==> src/rtl/fe_pkg.sv <==
// Front-end shared package: RV32I mnemonics, opcodes, formats, funct codes
// and the per-mnemonic format lookup used by both encoder and decoder.
package fe_pkg;

    localparam int unsigned RV32I_INSTRUCTION_WIDTH = 32;
    localparam int unsigned REG_IDX_W               = 5;
    localparam int unsigned ILLEGAL_CNT_W           = 16;

    typedef enum logic [5:0] {
        MN_LUI, MN_AUIPC, MN_JAL, MN_JALR,
        MN_BEQ, MN_BNE, MN_BLT, MN_BGE, MN_BLTU, MN_BGEU,
        MN_LB, MN_LH, MN_LW, MN_LBU, MN_LHU,
        MN_SB, MN_SH, MN_SW,
        MN_ADDI, MN_SLTI, MN_SLTIU, MN_XORI, MN_ORI, MN_ANDI,
        MN_SLLI, MN_SRLI, MN_SRAI,
        MN_ADD, MN_SUB, MN_SLL, MN_SLT, MN_SLTU, MN_XOR, MN_SRL, MN_SRA, MN_OR, MN_AND,
        MN_FENCE, MN_ECALL, MN_EBREAK
    } mnemonic_t;

    typedef enum logic [6:0] {
        OP_LUI      = 7'b0110111,
        OP_AUIPC    = 7'b0010111,
        OP_JAL      = 7'b1101111,
        OP_JALR     = 7'b1100111,
        OP_BRANCH   = 7'b1100011,
        OP_LOAD     = 7'b0000011,
        OP_STORE    = 7'b0100011,
        OP_IMM      = 7'b0010011,
        OP_REG      = 7'b0110011,
        OP_MISC_MEM = 7'b0001111,
        OP_SYSTEM   = 7'b1110011
    } opcode_t;

    typedef enum logic [2:0] {
        FMT_R, FMT_I, FMT_S, FMT_B, FMT_U, FMT_J, FMT_SYS, FMT_NONE
    } fmt_t;

    typedef enum logic [1:0] {
        ST_EMPTY, ST_ONE, ST_TWO
    } enc_state_t;

    localparam logic [6:0]  F7_BASE     = 7'b0000000;
    localparam logic [6:0]  F7_ALT      = 7'b0100000;
    localparam logic [31:0] ECALL_WORD  = 32'h0000_0073;
    localparam logic [31:0] EBREAK_WORD = 32'h0010_0073;

    // Static encoding attributes of one mnemonic.
    typedef struct packed {
        fmt_t       fmt;
        opcode_t    opcode;
        logic [2:0] funct3;
        logic [6:0] funct7;
        logic       is_shift;
    } enc_info_t;

    function automatic enc_info_t mk_info(fmt_t f, opcode_t op, logic [2:0] f3,
                                          logic [6:0] f7, logic sh);
        enc_info_t info;
        info.fmt      = f;
        info.opcode   = op;
        info.funct3   = f3;
        info.funct7   = f7;
        info.is_shift = sh;
        return info;
    endfunction

    function automatic enc_info_t fmt_lookup(mnemonic_t mn);
        enc_info_t info;
        info = mk_info(FMT_NONE, OP_IMM, 3'd0, F7_BASE, 1'b0);
        case (mn)
            MN_LUI:    info = mk_info(FMT_U,   OP_LUI,      3'd0, F7_BASE, 1'b0);
            MN_AUIPC:  info = mk_info(FMT_U,   OP_AUIPC,    3'd0, F7_BASE, 1'b0);
            MN_JAL:    info = mk_info(FMT_J,   OP_JAL,      3'd0, F7_BASE, 1'b0);
            MN_JALR:   info = mk_info(FMT_I,   OP_JALR,     3'd0, F7_BASE, 1'b0);
            MN_BEQ:    info = mk_info(FMT_B,   OP_BRANCH,   3'd0, F7_BASE, 1'b0);
            MN_BNE:    info = mk_info(FMT_B,   OP_BRANCH,   3'd1, F7_BASE, 1'b0);
            MN_BLT:    info = mk_info(FMT_B,   OP_BRANCH,   3'd4, F7_BASE, 1'b0);
            MN_BGE:    info = mk_info(FMT_B,   OP_BRANCH,   3'd5, F7_BASE, 1'b0);
            MN_BLTU:   info = mk_info(FMT_B,   OP_BRANCH,   3'd6, F7_BASE, 1'b0);
            MN_BGEU:   info = mk_info(FMT_B,   OP_BRANCH,   3'd7, F7_BASE, 1'b0);
            MN_LB:     info = mk_info(FMT_I,   OP_LOAD,     3'd0, F7_BASE, 1'b0);
            MN_LH:     info = mk_info(FMT_I,   OP_LOAD,     3'd1, F7_BASE, 1'b0);
            MN_LW:     info = mk_info(FMT_I,   OP_LOAD,     3'd2, F7_BASE, 1'b0);
            MN_LBU:    info = mk_info(FMT_I,   OP_LOAD,     3'd4, F7_BASE, 1'b0);
            MN_LHU:    info = mk_info(FMT_I,   OP_LOAD,     3'd5, F7_BASE, 1'b0);
            MN_SB:     info = mk_info(FMT_S,   OP_STORE,    3'd0, F7_BASE, 1'b0);
            MN_SH:     info = mk_info(FMT_S,   OP_STORE,    3'd1, F7_BASE, 1'b0);
            MN_SW:     info = mk_info(FMT_S,   OP_STORE,    3'd2, F7_BASE, 1'b0);
            MN_ADDI:   info = mk_info(FMT_I,   OP_IMM,      3'd0, F7_BASE, 1'b0);
            MN_SLTI:   info = mk_info(FMT_I,   OP_IMM,      3'd2, F7_BASE, 1'b0);
            MN_SLTIU:  info = mk_info(FMT_I,   OP_IMM,      3'd3, F7_BASE, 1'b0);
            MN_XORI:   info = mk_info(FMT_I,   OP_IMM,      3'd4, F7_BASE, 1'b0);
            MN_ORI:    info = mk_info(FMT_I,   OP_IMM,      3'd6, F7_BASE, 1'b0);
            MN_ANDI:   info = mk_info(FMT_I,   OP_IMM,      3'd7, F7_BASE, 1'b0);
            MN_SLLI:   info = mk_info(FMT_I,   OP_IMM,      3'd1, F7_BASE, 1'b1);
            MN_SRLI:   info = mk_info(FMT_I,   OP_IMM,      3'd5, F7_BASE, 1'b1);
            MN_SRAI:   info = mk_info(FMT_I,   OP_IMM,      3'd5, F7_ALT,  1'b1);
            MN_ADD:    info = mk_info(FMT_R,   OP_REG,      3'd0, F7_BASE, 1'b0);
            MN_SUB:    info = mk_info(FMT_R,   OP_REG,      3'd0, F7_ALT,  1'b0);
            MN_SLL:    info = mk_info(FMT_R,   OP_REG,      3'd1, F7_BASE, 1'b0);
            MN_SLT:    info = mk_info(FMT_R,   OP_REG,      3'd2, F7_BASE, 1'b0);
            MN_SLTU:   info = mk_info(FMT_R,   OP_REG,      3'd3, F7_BASE, 1'b0);
            MN_XOR:    info = mk_info(FMT_R,   OP_REG,      3'd4, F7_BASE, 1'b0);
            MN_SRL:    info = mk_info(FMT_R,   OP_REG,      3'd5, F7_BASE, 1'b0);
            MN_SRA:    info = mk_info(FMT_R,   OP_REG,      3'd5, F7_ALT,  1'b0);
            MN_OR:     info = mk_info(FMT_R,   OP_REG,      3'd6, F7_BASE, 1'b0);
            MN_AND:    info = mk_info(FMT_R,   OP_REG,      3'd7, F7_BASE, 1'b0);
            MN_FENCE:  info = mk_info(FMT_I,   OP_MISC_MEM, 3'd0, F7_BASE, 1'b0);
            MN_ECALL:  info = mk_info(FMT_SYS, OP_SYSTEM,   3'd0, F7_BASE, 1'b0);
            MN_EBREAK: info = mk_info(FMT_SYS, OP_SYSTEM,   3'd0, F7_BASE, 1'b0);
            default:   info = mk_info(FMT_NONE, OP_IMM,     3'd0, F7_BASE, 1'b0);
        endcase
        return info;
    endfunction

endpackage

==> src/rtl/rv32i_field_packer.sv <==
// Combinational RV32I field packer: range-checks the immediate for the
// mnemonic's format and assembles the 32-bit word (zero when illegal).
// Ports: mnemonic_i, rd_i, rs1_i, rs2_i, imm_i in; word_c_o, illegal_c_o out.
module rv32i_field_packer
    import fe_pkg::*;
(
    input  mnemonic_t                            mnemonic_i,
    input  logic [REG_IDX_W-1:0]                 rd_i,
    input  logic [REG_IDX_W-1:0]                 rs1_i,
    input  logic [REG_IDX_W-1:0]                 rs2_i,
    input  logic [31:0]                          imm_i,
    output logic [RV32I_INSTRUCTION_WIDTH-1:0]   word_c_o,
    output logic                                 illegal_c_o
);

    enc_info_t  info;
    logic       legal;
    logic [31:0] word;
    logic       fits12;
    logic       fits13;
    logic       fits21;

    // Signed N-bit fit: all bits above the sign bit equal to it.
    assign fits12 = (&imm_i[31:11]) | ~(|imm_i[31:11]);
    assign fits13 = (&imm_i[31:12]) | ~(|imm_i[31:12]);
    assign fits21 = (&imm_i[31:20]) | ~(|imm_i[31:20]);
    assign info   = fmt_lookup(mnemonic_i);

    always_comb begin
        legal = 1'b0;
        word  = '0;
        case (info.fmt)
            FMT_R: begin
                legal = 1'b1;
                word  = {info.funct7, rs2_i, rs1_i, info.funct3, rd_i, info.opcode};
            end
            FMT_I: begin
                if (info.is_shift) begin
                    legal = ~(|imm_i[31:5]);
                    word  = {info.funct7, imm_i[4:0], rs1_i, info.funct3, rd_i, info.opcode};
                end else begin
                    legal = fits12;
                    word  = {imm_i[11:0], rs1_i, info.funct3, rd_i, info.opcode};
                end
            end
            FMT_S: begin
                legal = fits12;
                word  = {imm_i[11:5], rs2_i, rs1_i, info.funct3, imm_i[4:0], info.opcode};
            end
            FMT_B: begin
                legal = fits13 & ~imm_i[0];
                word  = {imm_i[12], imm_i[10:5], rs2_i, rs1_i, info.funct3,
                         imm_i[4:1], imm_i[11], info.opcode};
            end
            FMT_U: begin
                legal = ~(|imm_i[11:0]);
                word  = {imm_i[31:12], rd_i, info.opcode};
            end
            FMT_J: begin
                legal = fits21 & ~imm_i[0];
                word  = {imm_i[20], imm_i[10:1], imm_i[11], imm_i[19:12], rd_i, info.opcode};
            end
            FMT_SYS: begin
                legal = 1'b1;
                word  = (mnemonic_i == MN_EBREAK) ? EBREAK_WORD : ECALL_WORD;
            end
            default: begin
                legal = 1'b0;
                word  = '0;
            end
        endcase
        word_c_o    = legal ? word : '0;
        illegal_c_o = ~legal;
    end

endmodule

==> src/rtl/rv32i_encoder.sv <==
// Streaming RV32I encoder: packer in front of an output register plus a
// one-entry skid buffer, with program-address and illegal-word counters.
// Ports: clk, rst (sync, active high); in_* input handshake and fields;
// out_* output handshake, word, address, illegal flag; illegal_count.
module rv32i_encoder
    import fe_pkg::*;
#(
    parameter logic [31:0] PC_RESET = 32'h0000_0000
) (
    input  logic                                 clk,
    input  logic                                 rst,
    input  logic                                 in_valid,
    output logic                                 in_ready,
    input  mnemonic_t                            in_mnemonic,
    input  logic [REG_IDX_W-1:0]                 in_rd,
    input  logic [REG_IDX_W-1:0]                 in_rs1,
    input  logic [REG_IDX_W-1:0]                 in_rs2,
    input  logic [31:0]                          in_imm,
    output logic                                 out_valid,
    input  logic                                 out_ready,
    output logic [RV32I_INSTRUCTION_WIDTH-1:0]   out_bits,
    output logic [31:0]                          out_pc,
    output logic                                 out_illegal,
    output logic [ILLEGAL_CNT_W-1:0]             illegal_count
);

    enc_state_t                           state_q, state_d;
    logic                                 in_fire, out_fire;
    logic                                 load_out_in, load_out_skid, load_skid;
    logic [RV32I_INSTRUCTION_WIDTH-1:0]   pack_word;
    logic                                 pack_illegal;

    logic                                 out_valid_q, in_ready_q;
    logic [RV32I_INSTRUCTION_WIDTH-1:0]   out_bits_q, skid_bits_q;
    logic                                 out_illegal_q, skid_illegal_q;
    logic [31:0]                          out_pc_q;
    logic [ILLEGAL_CNT_W-1:0]             illegal_count_q;

    rv32i_field_packer u_packer (
        .mnemonic_i  (in_mnemonic),
        .rd_i        (in_rd),
        .rs1_i       (in_rs1),
        .rs2_i       (in_rs2),
        .imm_i       (in_imm),
        .word_c_o    (pack_word),
        .illegal_c_o (pack_illegal)
    );

    assign in_fire  = in_valid & in_ready_q;
    assign out_fire = out_valid_q & out_ready;

    // State register.
    always_ff @(posedge clk) begin
        if (rst) state_q <= ST_EMPTY;
        else     state_q <= state_d;
    end

    // Next-state logic.
    always_comb begin
        state_d = state_q;
        case (state_q)
            ST_EMPTY: if (in_fire) state_d = ST_ONE;
            ST_ONE: begin
                if (in_fire && !out_fire)      state_d = ST_TWO;
                else if (!in_fire && out_fire) state_d = ST_EMPTY;
            end
            ST_TWO:   if (out_fire) state_d = ST_ONE;
            default:  state_d = ST_EMPTY;
        endcase
    end

    // Datapath load controls.
    always_comb begin
        load_out_in   = 1'b0;
        load_out_skid = 1'b0;
        load_skid     = 1'b0;
        case (state_q)
            ST_EMPTY: load_out_in = in_fire;
            ST_ONE: begin
                load_out_in = in_fire & out_fire;
                load_skid   = in_fire & ~out_fire;
            end
            ST_TWO:   load_out_skid = out_fire;
            default: ;
        endcase
    end

    // Output register, skid entry and counters.
    always_ff @(posedge clk) begin
        if (rst) begin
            out_valid_q     <= 1'b0;
            in_ready_q      <= 1'b0;
            out_bits_q      <= '0;
            out_illegal_q   <= 1'b0;
            skid_bits_q     <= '0;
            skid_illegal_q  <= 1'b0;
            out_pc_q        <= PC_RESET;
            illegal_count_q <= '0;
        end else begin
            out_valid_q <= (state_d != ST_EMPTY);
            in_ready_q  <= (state_d != ST_TWO);
            if (load_out_in) begin
                out_bits_q    <= pack_word;
                out_illegal_q <= pack_illegal;
            end else if (load_out_skid) begin
                out_bits_q    <= skid_bits_q;
                out_illegal_q <= skid_illegal_q;
            end
            if (load_skid) begin
                skid_bits_q    <= pack_word;
                skid_illegal_q <= pack_illegal;
            end
            // Words leave in order, so the head address is base + 4 * drained.
            if (out_fire) begin
                out_pc_q <= out_pc_q + 32'd4;
                if (out_illegal_q && (illegal_count_q != {ILLEGAL_CNT_W{1'b1}}))
                    illegal_count_q <= illegal_count_q + ILLEGAL_CNT_W'(1);
            end
        end
    end

    assign in_ready      = in_ready_q;
    assign out_valid     = out_valid_q;
    assign out_bits      = out_bits_q;
    assign out_illegal   = out_illegal_q;
    assign out_pc        = out_pc_q;
    assign illegal_count = illegal_count_q;

endmodule
==> config.mk <==
export PLATFORM = sky130hd
export DESIGN_NAME = rv32i_encoder
export DESIGN_NICKNAME = d
export VERILOG_FILES = /design/src/rtl/fe_pkg.sv /design/src/rtl/rv32i_field_packer.sv /design/src/rtl/rv32i_encoder.sv
export SDC_FILE = /design/constraint.sdc
export NUM_CORES = 1
export LEC_CHECK = 0
export BUFFER_PORTS_ARGS = -buffer_cell sky130_fd_sc_hd__buf_4
export CAP_MARGIN = 20
export CORE_AREA = 2 2 112 114
export CTS_CLUSTER_DIAMETER = 60
export DETAILED_ROUTE_END_ITERATION = 10
export DIE_AREA = 0 0 114 116
export GPL_TIMING_DRIVEN = 0
export PLACE_DENSITY = 0.8
export SLEW_MARGIN = 40
export SYNTH_ARGS = -nofsm -noshare
export SYNTH_HDL_FRONTEND = slang
export SYNTH_HIERARCHICAL = 1
export SYNTH_SLANG_ARGS = --single-unit
==> constraint.sdc <==
create_clock -name clk -period 3.6 [get_ports clk]
set_input_delay 0.54 -clock clk [delete_from_list [all_inputs] [get_ports clk]]
set_output_delay 0.54 -clock clk [all_outputs]
set_load 0.005 [all_outputs]
==> results of run 1 <==
per-layer routing:
| metal | vias up | part of all wire (%) | track usage, % |
|---|---|---|---|
| met5 | - | 0 | 0 |
| met1 | 3288 | 42 | 40.8 |
| met3 | 42 | 8.2 | 5.54 |
| li1 | 3369 | - | - |
| met4 | 0 | 2.1 | 11.9 |
| met2 | 354 | 47 | 50.5 |
tightest hold or removal path, stage by stage, from the launching register on:
cell,delay (ns)
dfxtp_1,0.30
nand2_1,0.05
a21oi_1,0.05
final cells by class:
cell class / count / area, µm² / share of cell area [%]
Tap cell: 147 / 184 / 2.21
Buffer: 63 / 303 / 3.64
Multi-Input combinational cell: 642 / 3860 / 46.3
Inverter: 14 / 52.6 / 0.631
Sequential cell: 116 / 2320 / 27.9
Clock buffer: 23 / 468 / 5.62
Timing Repair Buffer: 135 / 1010 / 12.2
Clock inverter: 9 / 128 / 1.53
power groups by stage:
stage | clock network, mW | logic (mW) | registers (mW)
5_1_grt | 1.78 | 0.476 | 1.35
4_1_cts | 1.72 | 0.429 | 1.35
6_report | 1.72 | 0.438 | 1.35
2_1_floorplan | 0 | 0.237 | 1.37
3_5_place_dp | 0 | 0.426 | 1.37
3_3_place_gp | 0 | 0.424 | 1.37
state kept, by name, indices dropped and copies added, names as in the netlist:
name,cells
illegal_count,16
in_ready,1
out_bits,32
out_illegal,1
out_pc,30
out_valid,1
skid_bits_q,32
skid_illegal_q,1
state_q,2
synth_stat cells (all sizes together), types with 3 or more instances:
cell	count	area [µm²]
dfxtp	116	2320
nand2	116	435
a21oi	102	510
nor2	71	267
mux2i	39	390
a211oi	35	263
clkbuf	34	128
nand3	32	165
buf	29	175
o21ai	27	135
nand4	19	134
nor4	19	119
o31ai	19	148
or4	18	135
or3	17	111
inv	14	52.6
a22oi	13	97.6
nor3	12	60.1
nor2b	11	68.8
and3	9	56.3
ha	9	113
xnor2	7	61.3
a32oi	6	52.6
o211ai	6	50.1
xor2	6	52.6
a221oi	5	50.0
and2	4	27.5
mux2	4	45.0
or2	4	25.0
a21o	3	22.5
path summary, 6_finish.rpt:
check | from | endpoint | slack [ns] | cells after the start
worst max register to register | illegal_count[0]$_SDFFE_PP0P_ | illegal_count[1]$_SDFFE_PP0P_ | 1.27 | 6
worst min-delay path | skid_bits_q[9]$_SDFFE_PP0P_ | skid_bits_q[9]$_SDFFE_PP0P_ | 0.46 | 2
worst min register to register | skid_bits_q[9]$_SDFFE_PP0P_ | skid_bits_q[9]$_SDFFE_PP0P_ | 0.46 | 2
worst max-delay path | in_mnemonic[1] | out_bits[26]$_SDFFE_PP0P_ | 0.50 | 12
cell families (layout without fill, tap and decap cells):
group	Yosys count	after routing	synth area share (%)
simple gates	338	338	25.3
compound gates	236	236	23.3
flops	116	116	35.6
buf+inv	77	244	5.45
mux	43	43	6.67
xor+xnor	13	13	1.74
fa+ha+maj	10	10	1.90
other cells	1	2	0.0575
==> results.txt, run 1 <==
----------------------------------------------------
[Power]
  Int Pwr ... 2.62 mW
  Part of the total power dissipated in the clock network ... 49.1%
  Proportion of power drawn by flip-flops and latches ... 38.4%
  Worst vdd rail ir drop ... 0.000312 V
  Total power ... 3.51 mW
  Leakage power ... 3.34 nW
  Ratio of total power to cell area ... 421 mW/mm²
  Comb pwr share ... 12.5%
  Net load switching power ... 0.883 mW
  Switching share of power ... 25.2%

[Detailed routing]
  Count of routing violations after the opening detailed-route iteration ... 1,042
  DRC viols ... 0
  Via density per instance ... 6.14
  Overall routed net length ... 20.5 mm
  Average routed wire per standard cell ... 17.9 µm
  Drt pass-1 iters ... 5
  Remaining number of nets flagged by the antenna check after routing ... 0
  Routed vias ... 7,053

[Timing]
  Final setup TNS ... 0 ns
  Clock period minus worst slack ... 3.10 ns
  Final-layout worst hold slack ... 0.455 ns
  Final hold vios ... 0
  Final number of setup-violating endpoints ... 0
  Post-route clock period utilization ... 86.1%
  Tightest Pin Transition ... 0.761 ns
  Final worst clock skew ... 0.0107 ns
  Post-route worst setup slack ... 0.500 ns
  Max-slew headroom ... 48.7%
  Setup repair after global routing missed its margin ... no
  Achievable clock frequency ... 323 MHz
  Max Transition Viols Final ... 0

[Cells and area]
  Leading cell type in the layout, fill and taps excluded ... buf_4
  Layout cell share with drive strength beyond 1 ... 20.9%
  Fill count ... 992
  # nets final ... 1,055
  Commonest cells after routing, fill and taps aside ... 140 x buf_4, 116 x nand2_1, 116 x dfxtp_1
  Design Area, Final ... 0.00833 mm²
  Final standard cell count with taps included and fillers excluded ... 1,149
  Syn-to-layout area delta ... 27.6%
  Antenna diode instance count ... 0
  Final Core Density ... 69.9%

[Floorplan]
  IO Count ... 140
  Initial core utilization ... 54.8%
  Die area ... 0.0132 mm²
  Die Width ... 114 µm
  Site row count ... 40
  Core ar. ... 0.0119 mm²
  Chip height ... 116 µm

[Place]
  DP Area ... 0.00773 mm²
  Count of input and output buffers ... 135
  Number of cells after detailed placement ... 1,117
  Minimum setup slack after placement ... 0.215 ns
  RD Place Congestion ... 0.929
  Post-DP HPWL ... 14.8 mm

[Logic synthesis]
  Distinct cell type count of the synthesized netlist ... 62
  Seq cells post-synth ... 116
  Number of enable-type register cells in the synthesized netlist ... 0
  Number of instances in the synthesized netlist ... 834
  Async set-or-reset flop fraction in the synthesized netlist ... 0%
  Mean cell area of the mapped netlist ... 7.82 µm²
  Most instantiated flip-flop cell in the synthesis netlist ... dfxtp_1
  Ys Warns ... 6
  Post-Synthesis Cell Area ... 0.00653 mm²
  Proportion of synthesized chip area in sequential cells ... 35.6%

[Setup path]
  Critical Path AT ... 3.43 ns
  Endpoint class of the critical path ... register
  Cell type of the slowest stage on the worst timing path ... nor3_1
  Worst-path maximum fanout ... 10
  Classification of the worst setup path ... input pin to register
  Cell-by-cell trace of the critical path ... buf_4 -> buf_2 -> inv_1 -> ha_1 -> a21oi_1 -> a21oi_1 -> o21ai_0 -> nor3_1 -> o21ai_0 -> a22oi_1 -> nor2_1 -> a211oi_1
  Startpoint types ... input pin
  Delay of the slowest critical-path stage ... 0.71 ns
  CP required ... 3.93 ns
  Cell family with the largest share of critical-path delay ... compound AO/OA/AOI/OAI gates
  Number of buffer and inverter instances along the worst setup path ... 3

[CTS]
  Setup bufs post-CTS ... 0
  Resized Gates After CTS ... 0
  Number of buffers added by the clock tree synthesis step ... 17
  Clock transition at the registers of the reported paths ... 0.05 ns
  Clock insertion delay at the later pin of the skew report ... 0.42 ns
  CTS HTree Levels ... 4
  Clock sink total ... 116
  Max Buffers Root-to-Sink ... 2
  Clock tree from TritonCTS ... built
  Clock root buffer ... clkbuf_16
  Hold buffers post-CTS ... 0

[Global route]
  Antenna violations before repair ... 0
  Wire length of the first global-routing pass ... 32.4 mm
  Maximum number of pins on one net before global-route repair ... 17
  Number of global-route vias before repair ... 6,393
  Total overflow reported by the global router ... 0
  Total routing usage reported by global routing ... 30.9%

[Flow run]
  Number of max-cap violations ... 0

[Run status]
  Result of the run ... finished clean

[Min path]
  Type of the worst min-delay path ... register to register

----------------------------------------------------
(Power assumes the default switching activity.)
==> inputs of run 2 (changes only) <==
--- a/config.mk
+++ b/config.mk
@@ -8,6 +8,7 @@
 export BUFFER_PORTS_ARGS = -buffer_cell sky130_fd_sc_hd__buf_4
 export CAP_MARGIN = 20
 export CORE_AREA = 2 2 112 114
+export CTS_BUF_LIST = sky130_fd_sc_hd__clkbuf_8 sky130_fd_sc_hd__clkbuf_16
 export CTS_CLUSTER_DIAMETER = 60
 export DETAILED_ROUTE_END_ITERATION = 10
 export DIE_AREA = 0 0 114 116
==> run 2 against run 1 <==
  * Clock power barely moved
  * Worst setup slack got worse by 0.012 ns
  * Critical path type unchanged
  * Worst hold slack about the same
  * Utilization unchanged
==> results.txt, run 2 (synthesized netlist as in run 1, its figures left out) <==
----------------------------------------------------
[Place]
  Minimum setup slack after placement ... 0.215 ns
  RD Place Congestion ... 0.929
  DP Area ... 0.00773 mm²
  Post-DP HPWL ... 14.8 mm
  Count of input and output buffers ... 135

[Timing]
  Final worst clock skew ... 0.0108 ns
  Post-route worst setup slack ... 0.489 ns
  Achievable clock frequency ... 321 MHz
  Final setup TNS ... 0 ns
  Tightest Pin Transition ... 0.760 ns
  Final-layout worst hold slack ... 0.455 ns
  Clock period minus worst slack ... 3.11 ns
  Final hold vios ... 0
  Max Transition Viols Final ... 0
  Post-route clock period utilization ... 86.4%
  Final number of setup-violating endpoints ... 0
  Setup repair after global routing missed its margin ... no
  Max-slew headroom ... 48.8%

[Detailed routing]
  Remaining number of nets flagged by the antenna check after routing ... 0
  Drt pass-1 iters ... 5
  Routed vias ... 7,093
  DRC viols ... 0
  Via density per instance ... 6.17
  Overall routed net length ... 20.6 mm
  Count of routing violations after the opening detailed-route iteration ... 993
  Average routed wire per standard cell ... 17.9 µm

[Cells and area]
  Register Area ... 0.00232 mm²
  # nets final ... 1,055
  Design Area, Final ... 0.00833 mm²
  Leading cell type in the layout, fill and taps excluded ... buf_4
  Syn-to-layout area delta ... 27.6%
  Layout cell share with drive strength beyond 1 ... 20.9%
  Fill count ... 992
  Area taken by multi-input logic gates ... 0.00386 mm²
  Commonest cells after routing, fill and taps aside ... 140 x buf_4, 116 x nand2_1, 116 x dfxtp_1
  Antenna diode instance count ... 0

[Global route]
  Total routing usage reported by global routing ... 30.9%
  Total overflow reported by the global router ... 0
  Wire length of the first global-routing pass ... 32.4 mm
  Antenna violations before repair ... 0
  Number of global-route vias before repair ... 6,388
  Maximum number of pins on one net before global-route repair ... 17

[Power]
  Ratio of total power to cell area ... 420 mW/mm²
  Switching share of power ... 25.3%
  Part of the total power dissipated in the clock network ... 48.9%
  Int Pwr ... 2.61 mW
  Net load switching power ... 0.885 mW
  Leakage power ... 3.36 nW
  Comb pwr share ... 12.5%
  Proportion of power drawn by flip-flops and latches ... 38.5%
  Worst vdd rail ir drop ... 0.000312 V

[Floorplan]
  Core ar. ... 0.0119 mm²
  IO Count ... 140
  Die Width ... 114 µm
  Initial core utilization ... 54.8%
  Site row count ... 40
  Die area ... 0.0132 mm²
  Chip height ... 116 µm

[CTS]
  Setup bufs post-CTS ... 0
  Resized Gates After CTS ... 0
  CTS HTree Levels ... 4
  Clock sink total ... 116
  Clock root buffer ... clkbuf_16
  Clock transition at the registers of the reported paths ... 0.05 ns
  Hold buffers post-CTS ... 0
  Number of buffers added by the clock tree synthesis step ... 17
  Clock tree from TritonCTS ... built
  Max Buffers Root-to-Sink ... 2
  Clock insertion delay at the later pin of the skew report ... 0.42 ns

[Flow run]
  Number of max-cap violations ... 0

[Setup path]
  CP required ... 3.93 ns
  Classification of the worst setup path ... input pin to register
  Worst-path maximum fanout ... 10
  Critical Path AT ... 3.45 ns
  Endpoint class of the critical path ... register
  Startpoint types ... input pin

[Run status]
  Result of the run ... finished clean

[Min path]
  Type of the worst min-delay path ... register to register

----------------------------------------------------
-- run 2: cell count changes in the layout (fill, tap and decap cells not counted), sizes merged --
cell | before | now
inv | 14 | 18
clkbuf | 57 | 53
-- run 2: power by group through the flow --
stage | combinational [mW] | clock (mW) | sequential (mW)
6_report | 0.438 | 1.71 | 1.35
5_1_grt | 0.476 | 1.77 | 1.35
4_1_cts | 0.429 | 1.70 | 1.35
3_5_place_dp | 0.426 | 0 | 1.37
3_3_place_gp | 0.424 | 0 | 1.37
2_1_floorplan | 0.237 | 0 | 1.37
-- run 2: worst paths after layout --
| path | start | endpoint | slack, ns | depth (start not counted) |
|---|---|---|---|---|
| worst min register to register | skid_bits_q[9]$_SDFFE_PP0P_ | skid_bits_q[9]$_SDFFE_PP0P_ | 0.46 | 2 |
| worst min-delay path | skid_bits_q[9]$_SDFFE_PP0P_ | skid_bits_q[9]$_SDFFE_PP0P_ | 0.46 | 2 |
| worst max register to register | illegal_count[0]$_SDFFE_PP0P_ | illegal_count[1]$_SDFFE_PP0P_ | 1.26 | 6 |
| worst max-delay path | in_mnemonic[1] | out_bits[28]$_SDFFE_PP0P_ | 0.49 | 12 |
-- run 2: through the flow --
| step | std cells | util [%] | total power [mW] |
|---|---|---|---|
| after floorplan | 835 | - | 1.61 |
| after global placement | 1117 | 64.9 | 1.80 |
| after detailed placement | 1117 | 64.9 | 1.80 |
| after CTS | 1149 | 69.9 | 3.48 |
| after global routing | 1149 | 69.9 | 3.59 |
| final | 1149 | 69.9 | 3.50 |
-- run 2: layout make-up --
class / instances / share of cell area, %
tap: 147 / 2.21
clock inverter: 13 / 1.71
clock buffer: 19 / 5.44
sequential: 116 / 27.9
inverter: 14 / 0.631
buffer: 63 / 3.64
timing repair buffer: 135 / 12.2
multi-input combinational: 642 / 46.3
-- run 2: routing by layer --
layer	track usage, %	share of wire [%]	vias to the layer above
li1	-	-	3364
met1	40.9	43	3327
met2	50.5	47	353
met3	5.54	8.0	49
met4	11.9	2.6	0
met5	0	0	-
-- run 2: worst max-delay path, cell delays in order --
cell and delay [ns]:
buf_4 0.13, buf_2 0.19, inv_1 0.22, ha_1 0.26, a21oi_1 0.08, a21oi_1 0.18, o21ai_0 0.24, nor3_1 0.72
o21ai_0 0.19, a22oi_1 0.39, nor2_1 0.10, a211oi_1 0.20
==> inputs of run 3 (changes only) <==
--- a/config.mk
+++ b/config.mk
@@ -5,16 +5,16 @@
 export SDC_FILE = /design/constraint.sdc
 export NUM_CORES = 1
 export LEC_CHECK = 0
+export ABC_AREA = 1
 export BUFFER_PORTS_ARGS = -buffer_cell sky130_fd_sc_hd__buf_4
 export CAP_MARGIN = 20
-export CORE_AREA = 2 2 112 114
+export CORE_AREA = 2 2 170 172
 export CTS_BUF_LIST = sky130_fd_sc_hd__clkbuf_8 sky130_fd_sc_hd__clkbuf_16
 export CTS_CLUSTER_DIAMETER = 60
 export DETAILED_ROUTE_END_ITERATION = 10
-export DIE_AREA = 0 0 114 116
+export DIE_AREA = 0 0 172 174
 export GPL_TIMING_DRIVEN = 0
-export PLACE_DENSITY = 0.8
-export SLEW_MARGIN = 40
+export SLEW_MARGIN = 0
 export SYNTH_ARGS = -nofsm -noshare
 export SYNTH_HDL_FRONTEND = slang
 export SYNTH_HIERARCHICAL = 1
==> run 3 against run 2 <==
  * First-iteration DRC count is 29% lower
  * Largest cell class unchanged
  * Flip-flop and latch count stayed put
  * Final cell count is 49% higher
  * Critical path depth is 5 higher
  * Clock skew is 0.0057 ns lower
  * Critical path type unchanged
==> results.txt, run 3 <==
----------------------------------------------------
[Run status]
  Result of the run ... finished clean

[Timing]
  Tightest Pin Transition ... 0.565 ns
  Final number of setup-violating endpoints ... 0
  Setup repair after global routing missed its margin ... no
  Final worst clock skew ... 0.00514 ns
  Post-route clock period utilization ... 69.3%
  Max Transition Viols Final ... 0
  Final hold vios ... 0
  Clock period minus worst slack ... 2.50 ns
  Max-slew headroom ... 62.3%
  Final setup TNS ... 0 ns
  Post-route worst setup slack ... 1.10 ns
  Achievable clock frequency ... 401 MHz

[Setup path]
  Cell family with the largest share of critical-path delay ... simple AND/OR/NAND/NOR gates
  Classification of the worst setup path ... input pin to register
  Worst-path maximum fanout ... 11
  Critical Path AT ... 2.81 ns
  Cell-by-cell trace of the critical path ... buf_4 -> ha_1 -> inv_1 -> nand2_1 -> nand2_1 -> nand3_1 -> nand3_1 -> nand2_2 -> buf_4 -> nand3_1 -> nand3_2 -> nor2_4 -> buf_6 -> inv_2 -> buf_4 -> o21ai_0 -> nor2_1
  Number of buffer and inverter instances along the worst setup path ... 6
  Delay of the slowest critical-path stage ... 0.26 ns
  Startpoint types ... input pin
  CP required ... 3.91 ns
  Worst reg2reg setup slack ... 1.86 ns
  Cell type of the slowest stage on the worst timing path ... ha_1
  Endpoint class of the critical path ... register
  Terminus of the critical flop-to-flop path ... out_bits[16]$_SDFFE_PP0P_
  Worst r2r path cells ... 8
  Start of the worst register-to-register path ... out_valid$_SDFF_PP0_

[Cells and area]
  Final Core Density ... 33.1%
  # nets final ... 1,386
  Layout cell share with drive strength beyond 1 ... 18.6%
  Leading cell type in the layout, fill and taps excluded ... nor2_1
  Antenna diode instance count ... 0
  Commonest cells after routing, fill and taps aside ... 247 x nor2_1, 238 x nand2_1, 143 x buf_4
  Syn-to-layout area delta ... 30.0%
  Fill count ... 3,175

[Logic synthesis]
  Top cell type's share of synthesized area ... 32.3%
  Ys Warns ... 6
  Cell with the most instances after synthesis ... nor2_1
  Cell types occupying the most area after synthesis ... dfxtp_1 32%, nor2_1 13%, nand2_1 12%
  Most instantiated flip-flop cell in the synthesis netlist ... dfxtp_1
  Proportion of synthesized chip area in sequential cells ... 32.3%
  Number of instances in the synthesized netlist ... 1,165
  Complex-gate fraction of the synthesized area ... 14.9%
  Seq cells post-synth ... 116
  Share of synthesized cell area in and, or, nand and nor gates ... 39.3%
  Async set-or-reset flop fraction in the synthesized netlist ... 0%
  Distinct cell type count of the synthesized netlist ... 38
  Number of enable-type register cells in the synthesized netlist ... 0
  Adder-cell share of the synthesized area ... 1.57%
  Largest family of logic cells by synthesized area ... simple AND/OR/NAND/NOR gates
  List of most frequent post-synthesis cells ... 247 x nor2_1, 238 x nand2_1, 127 x inv_1
  Post-synthesis share of cell area spent on xor and xnor gates ... 0.365%
  Mux contribution to synthesized area ... 0%
  Mean cell area of the mapped netlist ... 6.18 µm²
  Library cell occupying the most area in the post-synthesis netlist ... dfxtp_1
  Post-Synthesis Cell Area ... 0.00719 mm²

[Floorplan]
  Site row count ... 62
  Core ar. ... 0.0282 mm²
  Initial core utilization ... 25.5%
  Die area ... 0.0299 mm²
  Die Width ... 172 µm
  IO Count ... 140
  Chip height ... 174 µm

[CTS]
  Number of buffers added by the clock tree synthesis step ... 17
  Clock insertion delay at the later pin of the skew report ... 0.43 ns
  CTS HTree Levels ... 4
  Setup bufs post-CTS ... 0
  Resized Gates After CTS ... 0
  Hold buffers post-CTS ... 0
  Max Buffers Root-to-Sink ... 2
  Clock transition at the registers of the reported paths ... 0.06 ns
  Clock root buffer ... clkbuf_16
  Clock sink total ... 116
  Clock tree from TritonCTS ... built

[Detailed routing]
  Overall routed net length ... 23.4 mm
  Remaining number of nets flagged by the antenna check after routing ... 0
  Via density per instance ... 4.57
  DRC viols ... 0
  Count of routing violations after the opening detailed-route iteration ... 701
  Average routed wire per standard cell ... 13.6 µm
  Routed vias ... 7,847
  Drt pass-1 iters ... 5

[Global route]
  Total routing usage reported by global routing ... 15.8%
  Wire length of the first global-routing pass ... 37.3 mm
  Number of global-route vias before repair ... 7,196
  Antenna violations before repair ... 0
  Total overflow reported by the global router ... 0
  Maximum number of pins on one net before global-route repair ... 17

[Flow run]
  Number of max-cap violations ... 0

[Min path]
  Type of the worst min-delay path ... register to register
  Worst Hold Depth ... 2
  Hold path endpoint ... skid_bits_q[24]$_SDFFE_PP0P_
  Hold_sp ... skid_bits_q[24]$_SDFFE_PP0P_

[Place]
  Post-DP HPWL ... 18.3 mm
  RD Place Congestion ... 0.894
  Minimum setup slack after placement ... 0.685 ns
  Count of input and output buffers ... 135

[Power]
  Ratio of total power to cell area ... 406 mW/mm²
  Total power ... 3.80 mW
  Leakage power ... 4.23 nW
  Worst vdd rail ir drop ... 0.000272 V

----------------------------------------------------
## run 3: cell count changes in the layout (fill, tap and decap cells not counted), sizes merged, moves of 11 or more
cell	delta
o211ai	+31
mux2i	-39
a211oi	-35
or4	-18
nor2b	-11
or3	-17
o21ai	+78
nor2	+200
a21oi	-72
nor4	-18
nand2	+134
o31ai	-19
nand3	+75
inv	+124
## run 3: worst max path at each step
stage,from,endpoint,slack (ns),depth (start not counted)
2_1_floorplan,in_mnemonic[0],out_bits[1]$_SDFFE_PP0P_,1.20,16
3_3_place_gp,in_mnemonic[0],out_bits[1]$_SDFFE_PP0P_,0.66,17
3_5_place_dp,in_mnemonic[0],out_bits[1]$_SDFFE_PP0P_,0.69,17
4_1_cts,in_mnemonic[0],skid_bits_q[1]$_SDFFE_PP0P_,1.12,17
5_1_grt,in_mnemonic[0],skid_bits_q[1]$_SDFFE_PP0P_,0.88,17
6_report,in_mnemonic[0],skid_bits_q[1]$_SDFFE_PP0P_,1.10,17
## run 3: cell type report
class	instances	area [µm²]	share of cell area (%)
clock inverter	13	205	2.19
buffer	52	305	3.27
sequential	116	2320	24.8
clock buffer	19	453	4.84
tap	384	480	5.14
inverter	140	526	5.62
multi-input combinational	858	4050	43.3
timing repair buffer	135	1010	10.8
## run 3: cells by family (layout without fill, tap and decap cells)
group | after synthesis | count (layout)
flip-flops | 116 | 116
AND/OR/NAND/NOR | 656 | 656
buffers and inverters | 192 | 359
AO/OA/AOI/OAI | 188 | 188
adder cells (fa/ha/maj) | 9 | 9
XOR/XNOR | 3 | 3
other | 1 | 2
## run 3: tightest hold or removal path, cell delays in order (launching register included)
cell and delay [ns]:
dfxtp_1 0.32, nor2_1 0.04, nor2_1 0.08
## run 3: per-stage QoR
stage	cells	area [µm²]	hold WS, ns
4_1_cts	1717	9350	0.486
3_3_place_gp	1685	8690	0.463
3_5_place_dp	1685	8690	0.472
5_1_grt	1717	9350	0.501
6_report	1717	9350	0.482
2_1_floorplan	1166	7200	0.455
## run 3: where the power goes
part           switching [mW]  total, mW  internal (mW)
Combinational           0.333      0.543          0.210
Sequential             0.0266       1.36           1.33
Clock                   0.636       1.90           1.26
Total                   0.995       3.80           2.80
## run 3: routing by layer
metal / track usage [%] / share of wire (%) / up-vias / wire [µm]
li1: - / - / 4049 / -
met1: 22.1 / 48 / 3524 / 11300
met2: 24.5 / 45 / 247 / 10400
met3: 2.91 / 5.4 / 27 / 1270
met4: 4.55 / 1.7 / 0 / 397
met5: 0 / 0 / - / 0
